===== src/rtl/cpu_pkg.sv =====
// ---------------------------------------------------------------------------
// cpu_pkg
// Shared definitions for the 4-bit-opcode core front end:
//   - instruction width and field bit positions
//   - opcode enumeration (0xC..0xF are undefined and treated as NOP downstream)
//   - fetch FSM state encoding
//   - helper that sign-extends the 19-bit immediate field
// ---------------------------------------------------------------------------
package cpu_pkg;

    localparam int INSTR_W  = 32;

    localparam int OPC_HI   = 31;
    localparam int OPC_LO   = 28;
    localparam int IMM_BIT  = 27;
    localparam int RD_HI    = 26;
    localparam int RD_LO    = 23;
    localparam int RN_HI    = 22;
    localparam int RN_LO    = 19;
    localparam int RM_HI    = 18;
    localparam int RM_LO    = 15;
    localparam int IMMVAL_W = 19;

    typedef enum logic [3:0] {
        OP_ADD = 4'd0,
        OP_SUB = 4'd1,
        OP_AND = 4'd2,
        OP_ORR = 4'd3,
        OP_LSL = 4'd4,
        OP_CMP = 4'd5,
        OP_SET = 4'd6,
        OP_LDR = 4'd7,
        OP_STR = 4'd8,
        OP_B   = 4'd9,
        OP_BEQ = 4'd10,
        OP_BGE = 4'd11
    } opcode_e;

    typedef enum logic [1:0] {
        FS_IDLE  = 2'd0,
        FS_WAIT  = 2'd1,
        FS_DRAIN = 2'd2
    } fetch_state_e;

    function automatic logic [31:0] sext_immval(input logic [INSTR_W-1:0] instr);
        return {{(32-IMMVAL_W){instr[IMMVAL_W-1]}}, instr[IMMVAL_W-1:0]};
    endfunction

endpackage


===== src/rtl/fetch_fifo.sv =====
// ---------------------------------------------------------------------------
// fetch_fifo
// Small synchronous FIFO holding {pc, instr} entries for the fetch unit.
// Write is registered; the head entry is read combinationally so the decode
// stage sees it in the cycle after the push.
// Ports:
//   clk, rst        clock, asynchronous active-high reset
//   push/push_data  write one entry (ignored when full without a same-cycle pop)
//   pop             remove the head entry (ignored when empty)
//   flush           empty the FIFO; overrides push and pop
//   head_data       current head entry (undefined when count == 0)
//   count           current occupancy, 0..DEPTH
// ---------------------------------------------------------------------------
module fetch_fifo #(
    parameter int DEPTH = 2,
    parameter int WIDTH = 64
) (
    input  logic                     clk,
    input  logic                     rst,
    input  logic                     push,
    input  logic [WIDTH-1:0]         push_data,
    input  logic                     pop,
    input  logic                     flush,
    output logic [WIDTH-1:0]         head_data,
    output logic [$clog2(DEPTH):0]   count
);

    localparam int PTR_W = $clog2(DEPTH);
    localparam int CNT_W = PTR_W + 1;

    logic [WIDTH-1:0] r_mem [DEPTH];
    logic [PTR_W-1:0] r_wr_ptr;
    logic [PTR_W-1:0] r_rd_ptr;
    logic [CNT_W-1:0] r_count;

    logic w_do_pop;
    logic w_do_push;

    assign w_do_pop  = pop && (r_count != '0);
    // A pop in the same cycle frees the slot, so a push at full is legal then.
    assign w_do_push = push && ((r_count != CNT_W'(DEPTH)) || w_do_pop);

    always_ff @(posedge clk or posedge rst) begin
        if (rst) begin
            r_wr_ptr <= '0;
            r_rd_ptr <= '0;
            r_count  <= '0;
        end else if (flush) begin
            r_wr_ptr <= '0;
            r_rd_ptr <= '0;
            r_count  <= '0;
        end else begin
            if (w_do_push) begin
                r_wr_ptr <= r_wr_ptr + PTR_W'(1);
            end
            if (w_do_pop) begin
                r_rd_ptr <= r_rd_ptr + PTR_W'(1);
            end
            r_count <= r_count + CNT_W'(w_do_push) - CNT_W'(w_do_pop);
        end
    end

    // Storage carries no reset; occupancy alone says which entries are live.
    always_ff @(posedge clk) begin
        if (w_do_push && !flush) begin
            r_mem[r_wr_ptr] <= push_data;
        end
    end

    assign head_data = r_mem[r_rd_ptr];
    assign count     = r_count;

endmodule


===== src/rtl/fetch_unit.sv =====
// ---------------------------------------------------------------------------
// fetch_unit
// Instruction-fetch front end: holds the PC, keeps at most one request to
// instruction memory outstanding, buffers returned words in fetch_fifo and
// presents decoded fields to decode over a valid/ready handshake. A redirect
// from execute flushes the buffer and restarts fetch at redirect_pc.
// Optional build macro: FETCH_PERF_EN adds perf_fetched / perf_flushed.
// Ports:
//   clk, rst                      clock, asynchronous active-high reset
//   imem_req, imem_addr           request pulse and fetch address
//   imem_valid, imem_rdata        memory response
//   redirect, redirect_pc         branch/jump restart
//   id_valid, id_ready            head-of-buffer handshake to decode
//   id_pc, id_opcode, id_imm,
//   id_rd, id_rn, id_rm, id_immval decoded head fields (0 while id_valid=0)
//   perf_fetched, perf_flushed    (FETCH_PERF_EN only) event counters
// ---------------------------------------------------------------------------
module fetch_unit
    import cpu_pkg::*;
#(
    parameter int                ADDR_W     = 32,
    parameter logic [ADDR_W-1:0] RESET_PC   = '0,
    parameter int                FIFO_DEPTH = 2
) (
    input  logic                 clk,
    input  logic                 rst,
    output logic                 imem_req,
    output logic [ADDR_W-1:0]    imem_addr,
    input  logic                 imem_valid,
    input  logic [INSTR_W-1:0]   imem_rdata,
    input  logic                 redirect,
    input  logic [ADDR_W-1:0]    redirect_pc,
    output logic                 id_valid,
    input  logic                 id_ready,
    output logic [ADDR_W-1:0]    id_pc,
    output logic [3:0]           id_opcode,
    output logic                 id_imm,
    output logic [3:0]           id_rd,
    output logic [3:0]           id_rn,
    output logic [3:0]           id_rm,
    output logic [31:0]          id_immval
`ifdef FETCH_PERF_EN
    ,
    output logic [31:0]          perf_fetched,
    output logic [31:0]          perf_flushed
`endif
);

    localparam int CNT_W = $clog2(FIFO_DEPTH) + 1;

    fetch_state_e               r_state;
    fetch_state_e               w_state_next;
    logic [ADDR_W-1:0]          r_pc;
    logic [ADDR_W-1:0]          w_pc_inc;
    logic [CNT_W-1:0]           w_count;
    logic [CNT_W-1:0]           w_cnt_after;
    logic [ADDR_W+INSTR_W-1:0]  w_head;
    logic [INSTR_W-1:0]         w_instr;
    logic                       w_resp;
    logic                       w_push;
    logic                       w_pop;
    logic                       w_space;
    logic                       w_req;

    assign w_pc_inc = r_pc + ADDR_W'(4);
    assign w_resp   = (r_state == FS_WAIT) && imem_valid;
    assign w_push   = w_resp && !redirect;
    assign w_pop    = id_valid && id_ready;

    // Occupancy once this cycle's push/pop land; decides back-to-back fetch.
    assign w_cnt_after = w_count + CNT_W'(w_push) - CNT_W'(w_pop);
    assign w_space     = w_cnt_after < CNT_W'(FIFO_DEPTH);

    // The response cycle re-issues immediately so a 1-cycle memory sustains
    // one instruction per cycle; the address is then the advanced PC.
    assign w_req = !rst && !redirect &&
                   (((r_state == FS_IDLE) && (w_count < CNT_W'(FIFO_DEPTH))) ||
                    (w_resp && w_space));

    assign imem_req  = w_req;
    assign imem_addr = w_resp ? w_pc_inc : r_pc;

    always_comb begin
        w_state_next = r_state;
        case (r_state)
            FS_IDLE: begin
                if (w_req) begin
                    w_state_next = FS_WAIT;
                end
            end
            FS_WAIT: begin
                if (redirect) begin
                    w_state_next = imem_valid ? FS_IDLE : FS_DRAIN;
                end else if (imem_valid) begin
                    w_state_next = w_space ? FS_WAIT : FS_IDLE;
                end
            end
            FS_DRAIN: begin
                // The stale response ends the drain even if another redirect
                // arrives with it; nothing else is outstanding.
                if (imem_valid) begin
                    w_state_next = FS_IDLE;
                end
            end
            default: w_state_next = FS_IDLE;
        endcase
    end

    always_ff @(posedge clk or posedge rst) begin
        if (rst) begin
            r_state <= FS_IDLE;
            r_pc    <= RESET_PC;
        end else begin
            r_state <= w_state_next;
            if (redirect) begin
                r_pc <= redirect_pc;
            end else if (w_push) begin
                r_pc <= w_pc_inc;
            end
        end
    end

    fetch_fifo #(
        .DEPTH (FIFO_DEPTH),
        .WIDTH (ADDR_W + INSTR_W)
    ) u_fifo (
        .clk       (clk),
        .rst       (rst),
        .push      (w_push),
        .push_data ({r_pc, imem_rdata}),
        .pop       (w_pop),
        .flush     (redirect),
        .head_data (w_head),
        .count     (w_count)
    );

    assign id_valid  = (w_count != '0);
    assign w_instr   = id_valid ? w_head[INSTR_W-1:0] : '0;
    assign id_pc     = id_valid ? w_head[ADDR_W+INSTR_W-1:INSTR_W] : '0;
    assign id_opcode = w_instr[OPC_HI:OPC_LO];
    assign id_imm    = w_instr[IMM_BIT];
    assign id_rd     = w_instr[RD_HI:RD_LO];
    assign id_rn     = w_instr[RN_HI:RN_LO];
    assign id_rm     = w_instr[RM_HI:RM_LO];
    assign id_immval = sext_immval(w_instr);

`ifdef FETCH_PERF_EN
    logic w_discard;

    // A response is thrown away when it meets a redirect in WAIT or arrives
    // while draining.
    assign w_discard = imem_valid && (((r_state == FS_WAIT) && redirect) ||
                                      (r_state == FS_DRAIN));

    always_ff @(posedge clk or posedge rst) begin
        if (rst) begin
            perf_fetched <= '0;
            perf_flushed <= '0;
        end else begin
            if (w_push) begin
                perf_fetched <= perf_fetched + 32'd1;
            end
            // An entry popped in the redirect cycle was consumed, not flushed.
            if (redirect) begin
                perf_flushed <= perf_flushed + 32'(w_count) - 32'(w_pop) + 32'(w_discard);
            end else if (w_discard) begin
                perf_flushed <= perf_flushed + 32'd1;
            end
        end
    end
`endif

endmodule


===== config.mk =====
export PLATFORM = sky130hd
export DESIGN_NAME = fetch_unit
export DESIGN_NICKNAME = d
export VERILOG_FILES = /design/src/rtl/cpu_pkg.sv /design/src/rtl/fetch_fifo.sv /design/src/rtl/fetch_unit.sv
export SDC_FILE = /design/constraint.sdc
export NUM_CORES = 1
export LEC_CHECK = 0
export ABC_AREA = 1
export CORE_MARGIN = 2
export CORE_UTILIZATION = 40
export CTS_BUF_LIST = sky130_fd_sc_hd__clkbuf_16
export DETAILED_ROUTE_END_ITERATION = 16
export DONT_BUFFER_PORTS = 1
export PLACE_DENSITY = 0.66
export SETUP_SLACK_MARGIN = 0.5
export SYNTH_ARGS = -nofsm -noshare
export SYNTH_HDL_FRONTEND = slang
export SYNTH_SLANG_ARGS = --single-unit
export TNS_END_PERCENT = 50

===== constraint.sdc =====
create_clock -name clk -period 3.9 [get_ports clk]
set_clock_uncertainty 0.05 [all_clocks]
set_input_delay 0.39 -clock clk [delete_from_list [all_inputs] [get_ports clk]]
set_output_delay 0.39 -clock clk [all_outputs]
set_load 0.05 [all_outputs]

# Yosys cells after proc, flatten, opt, wreduce, memory -nomap -nowiden
# Memory sizes are Yosys's and may differ from the RTL's.
# Cells that the tools add are included.
# op_classes
reduce_logical	20
n_addsub	7
eq_ne	6
n_lt_le_gt_ge	2
n_mux	19
# op_table
operator	count
32-bit 2-to-1 mux	5
32-bit by 3-bit adder with 32-bit output, second input constant	1
2-bit 2-to-1 mux	6
1-bit logical AND	10
2-bit nonzero test	4
1-bit 2-to-1 mux	7
2-bit != test, second input constant	3
2-bit one-hot mux with 3 select lines	1
2-bit by 1-bit adder with 2-bit output	2
2-bit < comparator, second input constant	2
2-bit by 1-bit subtractor with 2-bit output	2
3-bit != test, second input constant	1
3-bit AND reduction	1
1-bit adder, second input constant	2
2-bit by 1-bit equality test with 1-bit output, second input constant	1
2-bit equality test, second input constant	1
1-bit logical NOT	2
2-bit logical NOT	1
1-bit logical OR	2
# word_totals
n_memories	1
input_bits	69
ff_bits	38
out_inout_bits	115
mem_bits_rw	128
elab_cells	60
# mem_list
memory	words	word_bits	read_ports	rd_clocked_by_memory_dff	write_ports	line_no	rtl
u_fifo.r_mem	2	64	1	0	1	fetch_fifo.sv:31	logic [WIDTH-1:0] r_mem [DEPTH];

# Longest topological paths before layout
# Gate-level depths: netlist of the first run.
# logic_depth
word_depth	11
mapped_depth	14

# By module
# A second synthesis of the first run with hierarchy kept.
# hier_totals
cells_unflattened	937
hier_area_um2	8190.4
# modules_own_cells
mod	cells_each	area_per_inst_um2	seq_area_each_um2	instances
fetch_fifo	371	4936.0	3943.8	1
fetch_unit	566	3254.4	850.8	1

# Worst setup path after synthesis of the first run
# No wires, ideal clock.
# synth_path
path_type	register to register
from	register r_state[1]
to	memory u_fifo.r_mem[0][0] (enable)
setup_ns	0.486
setup_slack_ns	-0.376
required_time_ns	3.364
arrival_ns	3.739
stages_incl_launch_ff	8
synth_period_minus_slack_ns	4.276
path_cell_list	dfrtp_1 inv_1 nand2_1 nor2_4 nand2_1 inv_2 o31ai_1 nor2_1
# synth_via
elab_chain_len	7
# synth_lines
item	line_no	rtl
start, declared	fetch_unit.sv:51	fetch_state_e r_state;
start signal, assigned	fetch_unit.sv:114	r_state <= w_state_next;
2-bit by 1-bit equality test with 1-bit output	fetch_unit.sv:66	assign w_resp = (r_state == FS_WAIT) && imem_valid;
1-bit logical AND	fetch_unit.sv:66	
1-bit logical AND	fetch_unit.sv:67	assign w_push = w_resp && !redirect;
1-bit logical AND	fetch_fifo.sv:41	assign w_do_push = push && ((r_count != CNT_W'(DEPTH)) || w_do_pop);
1-bit logical AND	fetch_fifo.sv:65	if (w_do_push && !flush) begin
1-bit 2-to-1 mux	fetch_fifo.sv:65	
1-bit 2-to-1 mux (not written as such)	fetch_fifo.sv:66	r_mem[r_wr_ptr] <= push_data;
end, declared	fetch_fifo.sv:31	
# No other way between the ends.

# Final worst setup path of the first run
# layout_path
from	register r_state[1]
to	output imem_req
# layout_via
elab_chain_len	9
elab_cells_between_ends	11
cone_classes	2 x add/sub; 1 x order compare; 1 x eq/ne; 7 x reduce/logical
# layout_lines
item	line_no	rtl
2-bit by 1-bit equality test with 1-bit output	fetch_unit.sv:66	
1-bit logical AND	fetch_unit.sv:66	
1-bit logical AND	fetch_unit.sv:67	
2-bit by 1-bit adder with 2-bit output	fetch_unit.sv:71	assign w_cnt_after = w_count + CNT_W'(w_push) - CNT_W'(w_pop);
2-bit by 1-bit subtractor with 2-bit output	fetch_unit.sv:71	
2-bit < comparator	fetch_unit.sv:72	assign w_space = w_cnt_after < CNT_W'(FIFO_DEPTH);
1-bit logical AND	fetch_unit.sv:78	(w_resp && w_space));
1-bit logical OR (*)	fetch_unit.sv:77	(((r_state == FS_IDLE) && (w_count < CNT_W'(FIFO_DEPTH))) ||
1-bit logical AND (*)	fetch_unit.sv:76	assign w_req = !rst && !redirect &&
end, declared	fetch_unit.sv:27	output logic imem_req,
# Mark *: on every way between the ends. The rest lies on a longest branch, timed or not.

==> results of run 1 <==
worst max-delay path: cells and delay by family (launching register included):
kind                       cells  cell delay [ps]
buffers and inverters          3              440
and+or+nand+nor                8             1080
adders and majority gates      1              320
DFF                            1              390
routing by layer:
metal / wire length [um] / GRT usage [%]
met3: 1492 / 6.237
met4: 247 / 4.638
met1: 8284 / 24.62
met2: 9305 / 31.15
met5: 0 / 0
area by class of cell:
| class | instances | area [sq um] | share of cell area, % |
|---|---|---|---|
| Clock buffer | 17 | 425.4 | 4.532 |
| Clock inverter | 15 | 142.6 | 1.519 |
| Inverter | 42 | 157.7 | 1.679 |
| Multi-Input combinational cell | 535 | 2520 | 26.84 |
| Sequential cell | 166 | 4796 | 51.09 |
| Tap cell | 260 | 325.3 | 3.465 |
| Timing Repair Buffer | 116 | 1021 | 10.88 |
cell families (layout without fill, tap and decap cells):
logic type                 after synthesis  count (layout)  synth area share, %
buffers and inverters                   96             190                6.109
xor gates and xnor gates                20              20                2.359
and+or+nand+nor                        396             396                21.07
DFF                                    166             166                61.93
AOI/OAI and AO/OA                      115             115                7.886
adders and majority gates                4               4               0.6464
report_power, final:
part           internal [mW]  total [mW]  switching, mW
combinational          0.567        2.54           1.97
clock                  0.894        1.61          0.716
sequential              2.11        2.32          0.209
total                   3.58        6.47           2.90
cells in the mapped netlist, types with 7 or more instances:
library cell and n:
buf_2 14, inv_1 37, clkbuf_1 13, a22oi_1 8, nor2_4 7, nand3_1 20
edfxtp_1 128, nand2_1 306, a21oi_1 81, nand2_2 8, o21ai_0 17, buf_4 19
xor2_1 14, dfrtp_1 38, nor2_1 42
flip-flops by register name, indices dropped and copies added (netlist names):
signal,flops
r_state,2
r_pc,32
u_fifo.r_rd_ptr,1
u_fifo.count,2
u_fifo.r_wr_ptr,1
u_fifo.r_mem,128
per-stage QoR:
step | TNS [ps] | utilization, %
floorplan | -48090 | -
global placement | 0 | 44.98
detailed placement | 0 | 44.98
CTS | 0 | 49.85
global route | 0 | 49.85
finish | 0 | 49.85
cells in the final DEF, fill, tap and decap left out, drive strengths merged:
cell,n
a21oi,81
a22oi,8
a31oi,1
buf,81
bufinv,1
clkbuf,17
clkinv,5
clkinvlp,1
dfrtp,38
dlygate4sd3,35
edfxtp,128
ha,4
inv,50
nand2,314
nand3,22
nand3b,2
nand4,2
nor2,54
nor3,2
o211ai,2
o21ai,20
o221ai,1
o31ai,2
xnor2,5
xor2,15
final timing paths:
kind,startpoint,to,slack [ps],depth (start not counted)
setup / recovery,r_state[1],imem_req,810,12
hold / removal,redirect_pc[1],r_pc[1],30,2
setup reg to reg,r_state[1],u_fifo.r_mem[1][62],1090,8
hold reg to reg,r_state[1],r_state[1],500,2
max in group asynchronous,rst,u_fifo.r_rd_ptr,2920,3
min in group asynchronous,rst,u_fifo.count[0],490,3
==> reports/qor.yml, run 1 <==
cts:
  cts_sinks: 166
  ctsResizeCount: 0
  clk_latency_ps: 420
  cts_setup_buffers: 0
  cts_buffer_depth: 2
  clk_pin_slew_ps: 70
  cts.htree.levels: 4
  cts_buffers: 17
  cts_hold_buf: 35
  clockRootBuffer: "clkbuf_16"
  cts_tree: "done"
status:
  status: "finished clean"
sta:
  rsz0062_at_grt: "false"
  tightest_slew_ps: 1092
  layout_setup_ws_ps: 807.6
  hold_violations: 0
  whs_ps: 31.71
  drv_slew: 0
  finalCriticalPeriod_ps: 3092
  max_freq_mhz: 323.4
  fin_crit_sh_pct: 79.29
  slew_headroom_pct: 26.68
  finalSetupViolCount: 0
routing:
  via_per_inst: 4.965
  drc: 0
  avgRoutedWirePerCell_um: 16.79
  wl_um: 19330
  drt_pre_antenna_iters: 7
  via_count: 5715
  drtIter0Drc: 388
  ant_nets: 0
die:
  dieArea_sq_mm: 0.02048
  core_sq_mm: 0.01883
  initial_core_util_pct: 41.12
  rows: 50
  pin_count: 184
  die_height_um: 143.1
  die_w_um: 143.1
layout:
  instances_no_fill: 1151
  drive_gt1_share_pct: 16.50
  fin_area_sq_mm: 0.009388
  final_net_count: 951
  n_antenna_cell: 0
  area_growth_pct: 21.25
  fill_cells: 1719
placed_design:
  placed_cells: 1084
  hpwlAfterDp_um: 12540
  dpl_cell_area_sq_mm: 0.008469
  portBuffers: 0
  globalplace.congestion: 0.8937
  preCtsSetupSlack_ps: 1114
logic_synthesis:
  yosys-top-cells-area: "edfxtp_1 (50%), nand2_1 (15%), dfrtp_1 (12%)"
  synth.distinct_cells: 33
  syn_area_sq_mm: 0.007742
  ys.flop_type: "edfxtp_1"
  yosysTopAreaCellShare_pct: 49.64
  syn_avg_cell_area_sq_um: 9.714
  ys_seq_area_share_pct: 61.93
  ys_seq_elements: 166
  ys.warnings.count: 0
  synthesis.nets: 870
  synth_top_cell_by_area: "edfxtp_1"
  async_reset_ff_share_pct: 22.89
  syn_inst: 797
  synth-edff-count: 128
global_routing:
  track_usage_pct: 19.05
  antenna_found_initial: 0
  grt_pass1_wl_um: 29530
  globalRouteOverflowTotal: 0
  grt_pass1_vias: 5409
  grt_max_degree: 66
run:
  maxCapViolations: 0
hold_path:
  hold_class: "in -> reg"
worst_setup_path:
  worstPathCellList: "inv_1 -> nand2_1 -> nor2_4 -> nand2_1 -> ha_1 -> nor2_1 -> inv_1 -> nand2_1 -> nand3_1 -> nand2_1 -> nand2_1 -> inv_1"
  worst_ep_arrival_time_ps: 2650
  path_max_fanout: 17
  slowest_delay_ps: 390
  path_class: "reg -> out"
  crit_top_cell: "nand2_1"
  start_kind: "flip-flop"
  cp-end-kind: "output port"
  critPathRequiredTime_ps: 3460
  crit_slowest_cell: "dfrtp_1"
power:
  p_leak_nw: 3.795
  pwr_density_cell_mw_per_mm2: 689.6
  peakVddDrop_mv: 0.3220
  finalPower_mw: 6.474
Note: power is estimated with default switching activity, not from simulation.
==> run 2: changes to the inputs <==
PLACE_DENSITY = 0.64   (was 0.66)
clock period = 3.13 ns   (was 3.9 ns; I/O delays follow)
==> reports/qor.yml, run 2 (synthesis results as in run 1) <==
status:
  status: "finished clean"
die:
  pin_count: 184
  core_sq_mm: 0.01883
  rows: 50
  initial_core_util_pct: 41.12
  die_w_um: 143.1
  dieArea_sq_mm: 0.02048
  die_height_um: 143.1
hold_path:
  holdPathEnd: "r_pc[7]"
  hp-start: "redirect_pc[7]"
  hold_depth: 2
  hold_class: "in -> reg"
cts:
  clk_latency_ps: 420
  cts_tree: "done"
  cts_buffer_depth: 2
  cts_sinks: 166
  cts_buffers: 17
  cts.htree.levels: 4
  clockRootBuffer: "clkbuf_16"
  clk_pin_slew_ps: 70
placed_design:
  hpwlAfterDp_um: 12810
  dpl_cell_area_sq_mm: 0.008514
  preCtsSetupSlack_ps: 746.6
  portBuffers: 0
  globalplace.congestion: 0.8034
power:
  p_int_mw: 4.627
  pwr-share-comb_pct: 40.7
  switching_share_pct: 43.98
  p_seq_share_pct: 34.6
  clkPwrFrac_pct: 24.7
  peakVddDrop_mv: 0.4228
  pwr_density_cell_mw_per_mm2: 840.2
  finalPower_mw: 8.260
  p_leak_nw: 3.980
  p_switching_mw: 3.632
layout:
  area_growth_pct: 26.97
  n_antenna_cell: 0
  fill_cells: 1664
  mostFrequentLayoutCell: "nand2_1"
  regMostFlops: "u_fifo.r_mem"
  final_net_count: 989
  drive_gt1_share_pct: 19.70
  fin_area_sq_mm: 0.009831
  fin_util_pct: 52.21
  final_cell_mix: "nand2_1 (295), edfxtp_1 (128), buf_4 (88), a21oi_1 (77), dlygate4sd3_1 (60)"
  reg_top3: "u_fifo.r_mem: 128 flops, r_pc: 32 flops"
  largest_register_ffs: 128
global_routing:
  globalRouteOverflowTotal: 0
  grt_use_met3_pct: 5.433
  antenna_found_initial: 1
  grt_pass1_wl_um: 30600
  met2_usage_pct: 33.29
  global_route.usage.met1_pct: 24.62
  track_usage_pct: 19.64
  busiest_layer: "met2"
  grt_pass1_vias: 5778
  grt_max_degree: 64
run:
  maxCapViolations: 0
worst_setup_path:
  rrSetupSlack_ps: 940
  start_kind: "flip-flop"
  path_class: "reg -> out"
  worst_r2r_path_depth: 7
  cp-end-kind: "output port"
  timing.rr.start: "u_fifo.count[1]"
  reg2reg_to: "u_fifo.count[1]"
  worst_ep_arrival_time_ps: 2310
  path_max_fanout: 6
  critPathRequiredTime_ps: 2770
sta:
  drv_slew: 0
  tightest_slew_ps: 1270
  slew_headroom_pct: 15.17
  max_freq_mhz: 374.6
  finalSetupViolCount: 0
  finalCriticalPeriod_ps: 2670
  layout_setup_ws_ps: 460.2
  fin_crit_sh_pct: 85.30
  rsz0062_at_grt: "true"
  hold_violations: 0
routing:
  avgRoutedWirePerCell_um: 16.76
  drtIter0Drc: 322
  drt_pre_antenna_iters: 5
  wl_um: 19930
  ant_nets: 0
  via_count: 5898
  drc: 0
  via_per_inst: 4.960
==> run 2: cell count changes in the layout (fill, tap and decap cells not counted), sizes merged <==
cell	previous run	this run
bufinv	1	2
clkinv	5	9
inv	50	46
dlygate4sd3	35	60
clkinvlp	1	0
buf	81	94
==> run 2: layout make-up <==
| class | count | area, sq um | area share [%] |
|---|---|---|---|
| timing repair buffer | 154 | 1373 | 13.96 |
| tap | 260 | 325.3 | 3.309 |
| sequential | 166 | 4801 | 48.84 |
| multi-input combinational | 535 | 2595 | 26.40 |
| clock buffer | 17 | 425.4 | 4.327 |
| clock inverter | 15 | 153.9 | 1.565 |
| inverter | 42 | 157.7 | 1.604 |
==> run 2: repair_timing <==
item	in CTS	in global routing
hold endpoints to repair	105	0
pin swaps	2	4
buffers inserted	4	3
resized for setup	6	22
setup endpoints to repair	32	35
hold buffers	60	0
==> run 2: routing by layer <==
layer / part of all wire, % / wire length [um]
met5: 0 / 0
met4: 1.7 / 330
met3: 7.2 / 1440
met2: 48 / 9493
met1: 43 / 8660
==> run 2: worst max-delay path: stages, from the launching register on <==
cell and delay [ps]:
dfrtp_2 430, inv_2 70, nand2_2 60, a21oi_4 970, buf_12 350
==> run 2: per-stage QoR <==
| stage | TNS [ps] | cells | hold WS [ps] |
|---|---|---|---|
| finish | 0 | 1189 | 8.988 |
| floorplan | -11800 | 797 | 361.9 |
| global placement | 0 | 1090 | 262.3 |
| detailed placement | 0 | 1090 | 259.0 |
| CTS | 0 | 1186 | 0.5004 |
| global route | 0 | 1189 | 10.11 |
==> run 2: worst max-delay path by stage <==
| stage | slack, ps | depth (start not counted) | start | endpoint |
|---|---|---|---|---|
| finish | 460 | 4 | u_fifo.r_rd_ptr | id_immval[27] |
| global route | 370 | 4 | u_fifo.r_rd_ptr | id_immval[19] |
| CTS | 370 | 6 | r_pc[16] | imem_addr[23] |
| detailed placement | 750 | 8 | r_state[1] | u_fifo.r_mem[1][59] |
| global placement | 810 | 8 | r_state[1] | u_fifo.r_mem[1][13] |
| floorplan | -90 | 7 | r_state[1] | u_fifo.r_mem[0][0] |
==> run 2: power groups by stage <==
stage,clock (mW),sequential [mW],combinational [mW]
floorplan,0,2.82,2.52
global placement,0,2.90,3.19
detailed placement,0,2.91,3.20
CTS,2.09,2.86,3.33
global route,2.19,2.89,3.59
finish,2.04,2.86,3.36
==> edit 1, RTL diff (flow settings as in run 2) <==
The parameter `ADDR_W` goes from 32 to 16.
--- a/src/rtl/fetch_unit.sv
+++ b/src/rtl/fetch_unit.sv
@@ -19,5 +19,5 @@
     import cpu_pkg::*;
 #(
-    parameter int                ADDR_W     = 32,
+    parameter int                ADDR_W     = 16,
     parameter logic [ADDR_W-1:0] RESET_PC   = '0,
     parameter int                FIFO_DEPTH = 2
Ports: changed (resized id_pc, imem_addr and redirect_pc); port bits go from 184 to 136. The function was not compared with the original's and may differ.
==> edit 1 against run 2 <==
- area after synthesis shrank 33%
- die area shrank 32%
- global-route usage shrank 2.7 points
- design area shrank 30%
- sequential cell count shrank 48
- highest routed layer unchanged
- total power shrank 11%
- final cell count shrank 35%
- non-clock buffer count shrank 38
- via count shrank 36%
- wire length shrank 42%
- worst setup slack gained 97 ps
==> edit 1: results <==
group,metric,value,unit
routing,route.met3.wl,882,um
layout,n_fill_cell,1087,
worst_hold_path,min_from,"redirect_pc[3]",
routing,wl,11.5,mm
cts,path_clk_slew,50,ps
cts,cts_hold_buf,48,
layout,fin_nets,644,
global_routing,track_usage,16.9,%
setup_path,ff2ff_path_depth,10,
cts,post_cts_buffers,1,
layout,drive_gt1_share,19.5,%
worst_hold_path,min_to,"r_pc[3]",
setup_path,crit_fanout,4,
sta,slew_headroom,22.6,%
layout,reg.largest.list,"u_fifo.r_mem (96), r_pc (16)",
yosys,synth_edf_count,96,
sta,holdWs,49.1,ps
setup_path,crit_path_max_incr_delay,400,ps
routing,drt-initial-drc-count,207,
setup_path,cp.arrival,2210,ps
routing,wl_met2,5.62,mm
routing,wl_met1,4.81,mm
layout,final_cell_count_no_fill,772,
status,outcome,"completed",
global_routing,grt_pass1_wl,18.3,mm
global_routing,overflow,0,
place,preCtsSetupSlack,749,ps
global_routing,gr-usage-met2,27.9,%
yosys,synth_common_cells,"168 x nand2_1, 96 x edfxtp_1, 49 x a21oi_1",
power,p_leak,2.83,nW
yosys,ys_top_cells_by_area,"edfxtp_1 55%, nand2_1 12%, dfrtp_1 11%",
global_routing,antenna_found_initial,0,
setup_path,crit_slowest_cell,"dfrtp_1",
setup_path,worstSetupPathType,"flop to output pin",
global_routing,use_met3,6.25,%
yosys,syn-num-nets,549,
cts,cts.repair.resized,5,
place,dp_hpwl,7.22,mm
global_routing,grt_pass1_vias,3697,
setup_path,r2r_slack,1110,ps
place,place_area,5740,sq um
yosys,async_reset_ff_share,18.6,%
global_routing,grt_max_degree,50,
routing,vias_per_cell,4.86,
setup_path,timing.rr.end,"u_fifo.r_mem[0][25]",
place,gp_congestion,0.832,
[edit 1: cell type report]
| type | instances | area (sq um) | area share, % |
|---|---|---|---|
| flip-flops and latches | 118 | 3430 | 49.6 |
| multi-input cells | 301 | 1500 | 21.6 |
| repair buffers | 116 | 1030 | 14.9 |
| clock buffers | 17 | 425 | 6.14 |
| well taps | 172 | 215 | 3.11 |
| clock inverters | 15 | 195 | 2.82 |
| inverters | 33 | 130 | 1.88 |
[edit 1: kinds of logic (layout without fill, tap and decap cells)]
| kind of cell | count (synthesis) | after routing | synth area share (%) |
|---|---|---|---|
| simple gates | 219 | 219 | 17.1 |
| flops | 118 | 118 | 66.0 |
| buf+inv | 73 | 181 | 7.05 |
| compound gates | 67 | 67 | 6.78 |
| xor+xnor | 11 | 11 | 2.14 |
| fa+ha+maj | 4 | 4 | 0.962 |
[edit 1: where the power goes]
part | internal [W] | switching, W
logic | 0.000794 | 0.00253
registers | 0.00186 | 0.000114
clock network | 0.00139 | 0.000638
total | 0.00404 | 0.00328
==> edit 2, RTL diff (config.mk and constraints of run 2) <==
Without the edit above. Encoding of `fetch_state_e`: now one-hot (3 bits for 3 states).
--- a/src/rtl/cpu_pkg.sv
+++ b/src/rtl/cpu_pkg.sv
@@ -37,8 +37,8 @@
     } opcode_e;
 
-    typedef enum logic [1:0] {
-        FS_IDLE  = 2'd0,
-        FS_WAIT  = 2'd1,
-        FS_DRAIN = 2'd2
+    typedef enum logic [2:0] {
+        FS_IDLE  = 3'b001,
+        FS_WAIT  = 3'b010,
+        FS_DRAIN = 3'b100
     } fetch_state_e;
 
Formal check against the unedited RTL: same outputs for any inputs over 4 cycles, from zero or initial values and one cycle with rst high; so few cycles prove little.
==> edit 2 against run 2 <==
- first-iteration DRC count increased by 47%
- worst setup slack improved by 130 ps
- sequential cell count increased by 1
- area after synthesis increased by 2.4%
- global-route usage decreased by 0.46 points
- wire length increased by 2.5%
- critical path type unchanged
- critical path depth increased by 9
- synthesized cell count increased by 4.4%
- design area increased by 2.9%
- total power increased by 9.8%
- sequential share of layout area decreased by 1.1 points
==> edit 2: results <==
group,metric,value,unit
yosys,synth_seq_area_share,60.8,%
power,swShare,47.8,%
yosys,synth_top_cell_by_area,"edfxtp_1",
global_routing,grt_pass1_vias,5715,
yosys,yosys_warnings,0,
global_routing,track_usage,19.2,%
layout,drive_gt1_share,19.7,%
power,ir_drop,439,uV
cts,path_clk_slew,60,ps
cts,h-tree-depth,4,
place,dp_hpwl,12.7,mm
global_routing,antenna_found_initial,0,
global_routing,grt_pass1_wl,30.0,mm
power,p_leak,4.20,nW
cts,cts-root-buf,"clkbuf_16",
yosys,ys_top_cells_by_area,"edfxtp_1 48%, nand2_1 16%, dfrtp_1 12%",
layout,n_antenna_cell,0,
yosys,synth_edf_count,128,
layout,fin_nets,1036,
yosys,ys_types,37,
cts,clock_latency,430,ps
yosys,async_reset_ff_share,23.4,%
setup_path,crit_fanout,3,
routing,via_count,6215,
status,outcome,"completed",
cts,cts_buffer_depth,2,
place,io_buffers,0,
global_routing,grt_max_degree,66,
place,gp_congestion,0.897,
setup_path,cp.arrival,2180,ps
layout,n_fill_cell,1711,
routing,wl_per_cell,16.5,um
layout,reg.largest.list,"u_fifo.r_mem (128), r_pc (32), r_state (3)",
routing,drt-initial-drc-count,472,
sta,timing_worst_slew_pin_value,802,ps
worst_hold_path,min_path_type,"input pin to flop",
place,preCtsSetupSlack,512,ps
routing,firstDrtPassIters,5,
yosys,synth_common_cells,"332 x nand2_1, 128 x edfxtp_1, 71 x a21oi_1",
yosys,syn-num-nets,905,
cts,numCtsBuffers,17,
[edit 2: cell count changes after synthesis, sizes merged, moves of 4 or more]
cell   before  now
nand2     314  342
nand4       2    8
a21oi      81   71
o21ai      20   16
nor3        2    6
nand3      22   39
[edit 2: logic make-up (layout without fill, tap and decap cells)]
kind of cell               count (synthesis)  after routing  share of synthesized area [%]
and+or+nand+nor                          450            450                           24.3
DFF                                      167            167                           60.8
AOI/OAI and AO/OA                         99             99                           6.67
buffers and inverters                     98            242                           5.92
xor gates and xnor gates                  14             14                           1.74
adders and majority gates                  4              4                          0.631
[edit 2: final timing paths]
path / from / to / slack (ps) / cells after the start
worst min-delay path: redirect_pc[17] / r_pc[17] / 30 / 2
worst min register to register: r_pc[3] / u_fifo.r_mem[1][35] / 480 / 0
max in group asynchronous: rst / r_pc[2] / 2190 / 3
worst max-delay path: r_state[2] / imem_req / 590 / 13
worst max register to register: r_state[2] / u_fifo.r_mem[1][23] / 1000 / 7
min in group asynchronous: rst / r_pc[8] / 430 / 3
[edit 2: stage by stage]
| step | instances | power (W) | cell area (sq um) |
|---|---|---|---|
| after detailed placement | 1135 | 0.00710 | 8790 |
| after global routing | 1241 | 0.00950 | 10100 |
| after global placement | 1135 | 0.00706 | 8790 |
| final | 1241 | 0.00907 | 10100 |
| after floorplan | 832 | 0.00600 | 7940 |
| after CTS | 1233 | 0.00903 | 9980 |
[edit 2: final cells by class]
type,count,area [sq um],share of cell area (%)
Inverter,46,175,1.73
Clock buffer,18,450,4.45
Timing Repair Buffer,164,1520,15.0
Clock inverter,14,68.8,0.680
Multi-Input combinational cell,567,2740,27.1
Tap cell,265,332,3.28
Sequential cell,167,4830,47.8
[edit 2: power groups by stage]
stage                     Clock [W]  Sequential, W  Combinational, W
after floorplan                   0        0.00274           0.00326
after global placement            0        0.00281           0.00425
after detailed placement          0        0.00282           0.00428
after CTS                   0.00188        0.00278           0.00437
after global routing        0.00198        0.00280           0.00472
final                       0.00184        0.00278           0.00445
[edit 2: timing repair]
item,CTS,global route
endpoints found under the hold margin,134,0
buffers inserted,3,8
pin swaps,6,8
hold buffers,63,0
setup endpoints to repair,5,24
resized for setup,5,25
[edit 2: worst max-delay path, stage by stage (launching register included)]
cell     delay, ps
dfrtp_2        420
nor3_4         200
nand2_2        120
nor2_8         110
inv_4           50
ha_4           210
nor2_4         100
inv_1           40
nand2_1         70
nand3_1         70
nand2_1         80
nand2_2         70
inv_2           70
buf_12         130
[edit 2: layer usage]
metal	global-route usage (%)	vias to the layer above	part of all wire, %
li1	-	3009	-
met1	25.2	2941	43
met2	31.2	236	49
met3	5.17	29	7.5
met4	5.77	0	1.4
met5	0	-	0
